--- config.mk ---
export PLATFORM = sky130hd
export DESIGN_NAME = rr_arb
export DESIGN_NICKNAME = d
export VERILOG_FILES = /design/src/rtl/rr_arb.sv
export SDC_FILE = /design/constraint.sdc
export NUM_CORES = 1
export LEC_CHECK = 0
export CORE_MARGIN = 2
export CORE_UTILIZATION = 40
export DETAILED_ROUTE_END_ITERATION = 8
export GPL_TIMING_DRIVEN = 0
export PLACE_DENSITY = 0.6
export SLEW_MARGIN = 40
export SYNTH_ARGS = -nofsm -noshare
export SYNTH_HDL_FRONTEND = slang
export SYNTH_SLANG_ARGS = --single-unit
--- constraint.sdc ---
create_clock -name clk -period 6 [get_ports clk]
set_input_delay 0.9 -clock clk [delete_from_list [all_inputs] [get_ports clk]]
set_output_delay 0.9 -clock clk [all_outputs]
set_load 0.02 [all_outputs]
--- src/rtl/rr_arb.sv ---
// rr_arb: round-robin arbiter with registered one-hot and encoded grant outputs.
// Optional grant locking is enabled by defining RR_ARB_LOCK_EN. With it, a holder
// keeps the grant for up to HOLD_MAX consecutive cycles while it keeps requesting.
// Without it, arbitration happens every cycle and the holder rotates to lowest priority.
module rr_arb #(
  parameter int N        = 16,
  parameter int IDW      = $clog2(N),
  parameter int HOLD_MAX = 8
) (
  input  logic           clk,
  input  logic           rst,
  input  logic [N-1:0]   req,
  output logic [N-1:0]   gnt,
  output logic [IDW-1:0] gnt_id,
  output logic           gnt_valid
);

  typedef enum logic {
    IDLE,
    GRANT
  } state_e;

  state_e         state_q, state_d;
  logic [IDW-1:0] ptr_q, ptr_d;
  logic [N-1:0]   gnt_q, gnt_d;
  logic [IDW-1:0] id_q, id_d;
  logic           valid_q, valid_d;

`ifdef RR_ARB_LOCK_EN
  localparam int HW = $clog2(HOLD_MAX + 1);
  logic [HW-1:0]  hold_q, hold_d;
`endif

  logic [N-1:0]   candReq;
  logic [IDW-1:0] winId;
  logic [N-1:0]   winOneHot;
  logic           lockKeep;
  logic           doGrant;
  logic           doDrop;

  assign gnt       = gnt_q;
  assign gnt_id    = id_q;
  assign gnt_valid = valid_q;

  // Circular priority scan starting at p; index wrap is explicit so any N works.
  function automatic logic [IDW-1:0] pick(input logic [N-1:0] r, input logic [IDW-1:0] p);
    logic [IDW-1:0] w;
    logic [IDW-1:0] iv;
    logic           found;
    int             idx;
    w     = '0;
    found = 1'b0;
    for (int off = 0; off < N; off++) begin
      idx = int'(p) + off;
      if (idx >= N) idx = idx - N;
      iv = idx[IDW-1:0];
      if (!found && r[iv]) begin
        found = 1'b1;
        w     = iv;
      end
    end
    return w;
  endfunction

  // Pointer moves just past the winner, wrapping from N-1 back to 0.
  function automatic logic [IDW-1:0] nextPtr(input logic [IDW-1:0] w);
    if (int'(w) == N - 1) return '0;
    return w + IDW'(1);
  endfunction

  // Decide whether the current holder keeps its grant and which requests compete.
  always_comb begin
    lockKeep = 1'b0;
    candReq  = req;
`ifdef RR_ARB_LOCK_EN
    if (state_q == GRANT && req[id_q]) begin
      if (int'(hold_q) < HOLD_MAX - 1) begin
        lockKeep = 1'b1;
      end else if ((req & ~gnt_q) != '0) begin
        candReq = req & ~gnt_q;
      end
    end
`endif
    winId     = pick(candReq, ptr_q);
    winOneHot = {{(N-1){1'b0}}, 1'b1} << winId;
  end

  // Next-state logic: a new grant, a drop back to idle, or an unchanged locked grant.
  always_comb begin
    doGrant = 1'b0;
    doDrop  = 1'b0;
    case (state_q)
      IDLE:    doGrant = (req != '0);
      GRANT: begin
        doGrant = !lockKeep && (req != '0);
        doDrop  = !lockKeep && (req == '0);
      end
      default: doDrop = 1'b1;
    endcase

    state_d = state_q;
    ptr_d   = ptr_q;
    gnt_d   = gnt_q;
    id_d    = id_q;
    valid_d = valid_q;
`ifdef RR_ARB_LOCK_EN
    hold_d  = hold_q;
    if (lockKeep) hold_d = hold_q + HW'(1);
`endif

    if (doGrant) begin
      state_d = GRANT;
      ptr_d   = nextPtr(winId);
      gnt_d   = winOneHot;
      id_d    = winId;
      valid_d = 1'b1;
`ifdef RR_ARB_LOCK_EN
      hold_d  = '0;
`endif
    end else if (doDrop) begin
      state_d = IDLE;
      gnt_d   = '0;
      id_d    = '0;
      valid_d = 1'b0;
`ifdef RR_ARB_LOCK_EN
      hold_d  = '0;
`endif
    end
  end

  // State and registered outputs; reset abandons any grant and restarts priority at 0.
  always_ff @(posedge clk or posedge rst) begin
    if (rst) begin
      state_q <= IDLE;
      ptr_q   <= '0;
      gnt_q   <= '0;
      id_q    <= '0;
      valid_q <= 1'b0;
`ifdef RR_ARB_LOCK_EN
      hold_q  <= '0;
`endif
    end else begin
      state_q <= state_d;
      ptr_q   <= ptr_d;
      gnt_q   <= gnt_d;
      id_q    <= id_d;
      valid_q <= valid_d;
`ifdef RR_ARB_LOCK_EN
      hold_q  <= hold_d;
`endif
    end
  end

endmodule

Word level (Yosys, flattened, before mapping)
Index checks and enable logic that the tools add are counted.
- $add $sub $neg: 32
- multiplexer cells: 90
- shifts and indexed selects: 1
- reduce and logical (&&, ||, !) cells: 33
- magnitude comparators: 32
- eq/ne operators: 1
- operator list (operator ; number):
    4-bit two-way mux ; 36
    4-bit by 5-bit < comparator with 1-bit output (second input constant) ; 16
    5-bit >= comparator (second input constant) ; 15
    1-bit binary-select mux with 4-bit select ; 16
    4-bit by 1-bit subtractor with 4-bit output (second input constant) ; 16
    4-bit by 4-bit adder with 5-bit output (second input constant) ; 8
    1-bit two-way mux ; 36
    16-bit two-way mux ; 2
    4-bit by 3-bit adder with 5-bit output (second input constant) ; 4
    16-bit logical NOT ; 1
    16-bit nonzero test ; 1
    1-bit by 4-bit left shift with 16-bit output (first input constant) ; 1
    1-bit logical AND ; 15
    1-bit logical NOT ; 15
    4-bit by 2-bit adder with 5-bit output (second input constant) ; 2
    4-bit by 1-bit adder with 5-bit output (second input constant) ; 1
    4-bit by 5-bit >= comparator with 1-bit output (second input constant) ; 1
    4-bit by 1-bit adder with 4-bit output (second input constant) ; 1
    4-bit by 1-bit equality test with 1-bit output (second input constant) ; 1
    2-bit nonzero test ; 1
- register bits: 25
- output and inout port bits: 21
- input bits: 18
- logic and storage cells: 193

Depth between registers and ports, before layout
- depth after elaboration: 54
- depth in mapped cells: 21
- mapped depth without buffers: 15

Worst setup path after synthesis
Ideal clock, no wire load.
- path kind: register to register
- start point: register ptr_q[1]
- end point: register ptr_q[2]
- path buffers: 3
- arrival time: 4.624 ns
- stages on the path, launching flop included: 17
- library setup time: 0.130 ns
- setup slack: 1.247 ns
- data required time: 5.870 ns
- period minus slack after synthesis: 4.753 ns
- cells stage by stage: dfrtp_1 clkbuf_1 buf_2 clkinv_1 ha_1 buf_2 mux4_2 mux4_2 nor4b_4 nand4_4 nor4_4 nor4b_1 a221oi_4 and2_4 ha_1 nand2_1 o21ai_0
- cells in the longest elaborated chain, start to end: 54
- elaborated cells on any way between the ends: 161
- those cells by class: add/sub: 32; order compare: 16; eq/ne: 1; mux: 82; reduce/logical: 30
- ends and longest elaborated chain (element ; RTL line ; source):
    from (decl) ; 24 ; logic [IDW-1:0] ptr_q, ptr_d;
    from (signal assigned) ; 144 ; ptr_q <= ptr_d;
    branches (longest 49 deep; another with 4-bit by 1-bit adder with 5-bit output) ; - ;
    4-bit two-way mux * ; 57 ; if (!found && r[iv]) begin
    4-bit by 1-bit equality test with 1-bit output ; 67 ; if (int'(w) == N - 1) return '0;
    1-bit two-way mux ; 67 ;
    1-bit two-way mux ; 111 ; if (doGrant) begin
    4-bit two-way mux * ; 68 ; return w + IDW'(1);
Mark *: on every way between the ends. The select of a mux whose other input is x is not followed.
A chain may end at the register's enable or synchronous reset.

Worst setup path in the final report
- start point: register ptr_q[0]
- end point: register ptr_q[2]
Same word-level chain as after synthesis.

==> summary.txt <==
Setup path
  – CP Cell Sequence: buf_6 -> buf_12 -> buf_8 -> buf_2 -> inv_1 -> ha_1 -> buf_2 -> mux4_2 -> mux2_2 -> mux2i_1 -> and3b_1 -> buf_2 -> and2_1 -> nand2_1 -> and3b_1 -> a2111oi_2 -> o21ai_4 -> inv_2 -> ha_1 -> nand2_1 -> o21ai_0
  – Endpoint type of the worst setup path: flop
  – Worst Setup SP: ptr_q[0]$_DFFE_PP0N_
  – CP Launch Type: flop
  – Beginning of the worst register-to-register path: ptr_q[0]$_DFFE_PP0N_
  – R2R Setup Slk: 0.40 ns
  – R2R Path End: ptr_q[2]$_DFFE_PP0N_
  – Crit-path max cell delay: 0.54 ns
  – Worst path required time: 6.14 ns
  – R2R depth: 21
  – Critical path type: flop to flop
  – Crit. path cell count: 21
  – Delay-heaviest family, CP: buffers and inverters
  – Critical Path AT: 5.74 ns
  – Slowest stage cell, crit path: a2111oi_2
  – Buf+Inv Stages, Crit Path: 8
  – Crit path capture: ptr_q[2]$_DFFE_PP0N_
  – CP Max Fanout: 10
  – CP most frequent cell: buf_2

Timing
  – Max Clk Rate: 179 MHz
  – Final-report hold violation count: 0
  – Final Cycle Share: 0.933
  – Setup_tns: 0 ns
  – Clock Skew: 0.00161 ns
  – Slew Limit Fails: 0
  – RSZ-0062 raised after global routing: false
  – Worst-Margin Slew: 0.716 ns
  – Setup ws final: 0.403 ns
  – Slew HR: 0.519
  – Setup violations, final: 0
  – Min cycle time layout: 5.60 ns

Yosys
  – Post-Syn Instances: 345
  – Synth area leaders: dfrtp_1, mux4_2, mux2i_1
  – Mux share of post-synthesis cell area: 0.312
  – Syn_nets: 371
  – Post-synth top area cell: dfrtp_1
  – Commonest register cell after synthesis: dfrtp_1
  – Simple-gate share of the synthesized area: 0.185
  – Post-synthesis xor/xnor area fraction: 0.0230
  – Main combinational cell family by area after synthesis: multiplexers
  – Synthesis Warnings: 0
  – Post-synth ARST share: 1.00
  – Post-synth EDFFs: 0
  – Fraction of the mapped netlist area in compound gates: 0.216
  – Synth Register Bits: 25
  – Distinct cells, synth: 74
  – Cell Area, Synth: 3430 µm²
  – Register area share after synthesis: 0.182
  – Synth top area share: 0.182
  – Synth Area in Adders: 0.0292
  – Mean post-synth cell area: 9.95 µm²

Clocking
  – CTS tree: done
  – Worst-skew pair later-pin latency: 0.26 ns
  – H-tree levels: 1
  – Worst-path clk slew: 0.08 ns
  – CTS Buffer Depth: 2
  – Hold Buf Count CTS: 0
  – Clk sinks: 25
  – Root Driver: clkbuf_8
  – Total CTS buffers: 3

Routing
  – Initial drt markers: 272
  – DRT antenna net count: 0
  – Drt wl/cell: 21.1 µm
  – DR DRC count: 0
  – WL final: 10400 µm
  – Pre-Repair DR Iteration Count: 6
  – Vias per inst: 6.60
  – DR vias: 3253

Floorplanning
  – Starting Density: 0.416
  – Core area: 8260 µm²
  – Die Y: 96.6 µm
  – Row count: 33
  – Die X: 96.6 µm
  – Die area: 9340 µm²
  – I/O Pins: 39

Placement
  – DPL Wire Length: 7870 µm
  – Final Wtd Congestion: 0.966
  – Pre-CTS WS: 0.0293 ns
  – Input/output buffers: 38

Outcome
  – Status: complete, no violations

Final layout
  – Final #Nets: 415
  – Commonest non-fill, non-tap cell in the layout: clkdlybuf4s50_1
  – Share of cells above drive strength 1: 0.196
  – Synthesis-to-finish area growth: 17.0%
  – N_diodes: 0
  – Most frequent cells in the layout: clkdlybuf4s50_1, dfrtp_1, mux4_2, nor2_1, nand2_1

GRT
  – Global-route wire length before repair: 16800 µm
  – Grt total ovfl: 0
  – Largest net degree at the start of global routing: 26
  – Initial antenna violation count: 0
  – GRT Total Usage: 0.217
  – Vias in the first global route: 3156

Min path
  – Hold WC Path Type: flop to flop

Job
  – Max Cap Violations: 0
==> state kept, by name (all words and copies together) (netlist names) <==
register / flops
gnt: 16
gnt_id: 4
ptr_q: 4
state_q: 1
==> metrics by stage <==
| step | std cells | util | cell area (µm²) | hold WS (ns) |
|---|---|---|---|---|
| 2_1_floorplan | 345 | - | 3430 | 0.590 |
| 4_1_cts | 492 | 0.484 | 4000 | 0.493 |
| 3_5_place_dp | 488 | 0.479 | 3950 | 0.474 |
| 6_report | 493 | 0.486 | 4020 | 0.485 |
| 5_1_grt | 493 | 0.486 | 4020 | 0.512 |
| 3_3_place_gp | 488 | 0.478 | 3950 | 0.465 |
==> synth_stat cells (4+ instances only) <==
library cell   n
dfrtp_1       25
mux4_2        23
nor2_1        23
nand2_1       22
a21oi_1       21
mux2i_1       19
o21ai_0       19
mux2_2        16
a32o_1        14
inv_1         12
clkbuf_1       9
ha_1           8
mux4_1         7
nand3_1        7
nor4_1         7
a31oi_1        6
buf_2          6
xnor2_1        6
and3b_1        5
nand3b_1       5
nor2b_1        5
nor3_1         5
a21o_1         4
==> per-layer routing <==
metal  global-route usage  part of all wire
met5                    0                 0
met4               0.0520             0.011
met3               0.0253             0.054
met2                0.346              0.48
met1                0.315              0.46
==> worst register-to-register path: cells and delay by family (launching register included) <==
kind | cells | cell delay [ns]
and+or+nand+nor | 5 | 0.72
buffers and inverters | 8 | 1.69
AOI/OAI and AO/OA | 3 | 0.82
muxes | 3 | 1.10
DFF | 1 | 0.41
adders and majority gates | 2 | 0.74
==> logic make-up (layout without fill, tap and decap cells) <==
| group | count (synthesis) | count (layout) |
|---|---|---|
| flip-flops | 25 | 25 |
| AO/OA/AOI/OAI | 100 | 100 |
| XOR/XNOR | 9 | 9 |
| AND/OR/NAND/NOR | 104 | 104 |
| buffers and inverters | 34 | 77 |
| multiplexers | 65 | 65 |
| adder cells (fa/ha/maj) | 8 | 8 |
==> worst min-delay path by stage <==
stage	startpoint	end	slack (ns)	cells past startpoint
after floorplan	gnt_id[3]$_DFFE_PP0P_	gnt_id[3]$_DFFE_PP0P_	0.59	2
after global placement	gnt_id[2]$_DFFE_PP0P_	gnt_id[2]$_DFFE_PP0P_	0.46	2
after detailed placement	gnt_id[2]$_DFFE_PP0P_	gnt_id[2]$_DFFE_PP0P_	0.47	2
after CTS	gnt_id[2]$_DFFE_PP0P_	gnt_id[2]$_DFFE_PP0P_	0.49	2
after global routing	gnt_id[1]$_DFFE_PP0P_	gnt_id[1]$_DFFE_PP0P_	0.51	1
final	gnt_id[2]$_DFFE_PP0P_	gnt_id[2]$_DFFE_PP0P_	0.49	2
==> what timing repair did <==
action                     CTS  global route
setup endpoints to repair    0            19
gates resized for setup      0             3
setup buffers                0             1
==> cell type report <==
cell class,instances,area [µm²]
sequential,25,626
multi-input combinational,286,2650
buffer,19,121
inverter,15,60.1
timing repair buffer,39,388
tap,105,131
clock buffer,4,45.0
fill,777,4240
Power is not shown: default switching activity piles up to over one toggle a cycle in this logic, so the estimate is an artifact.
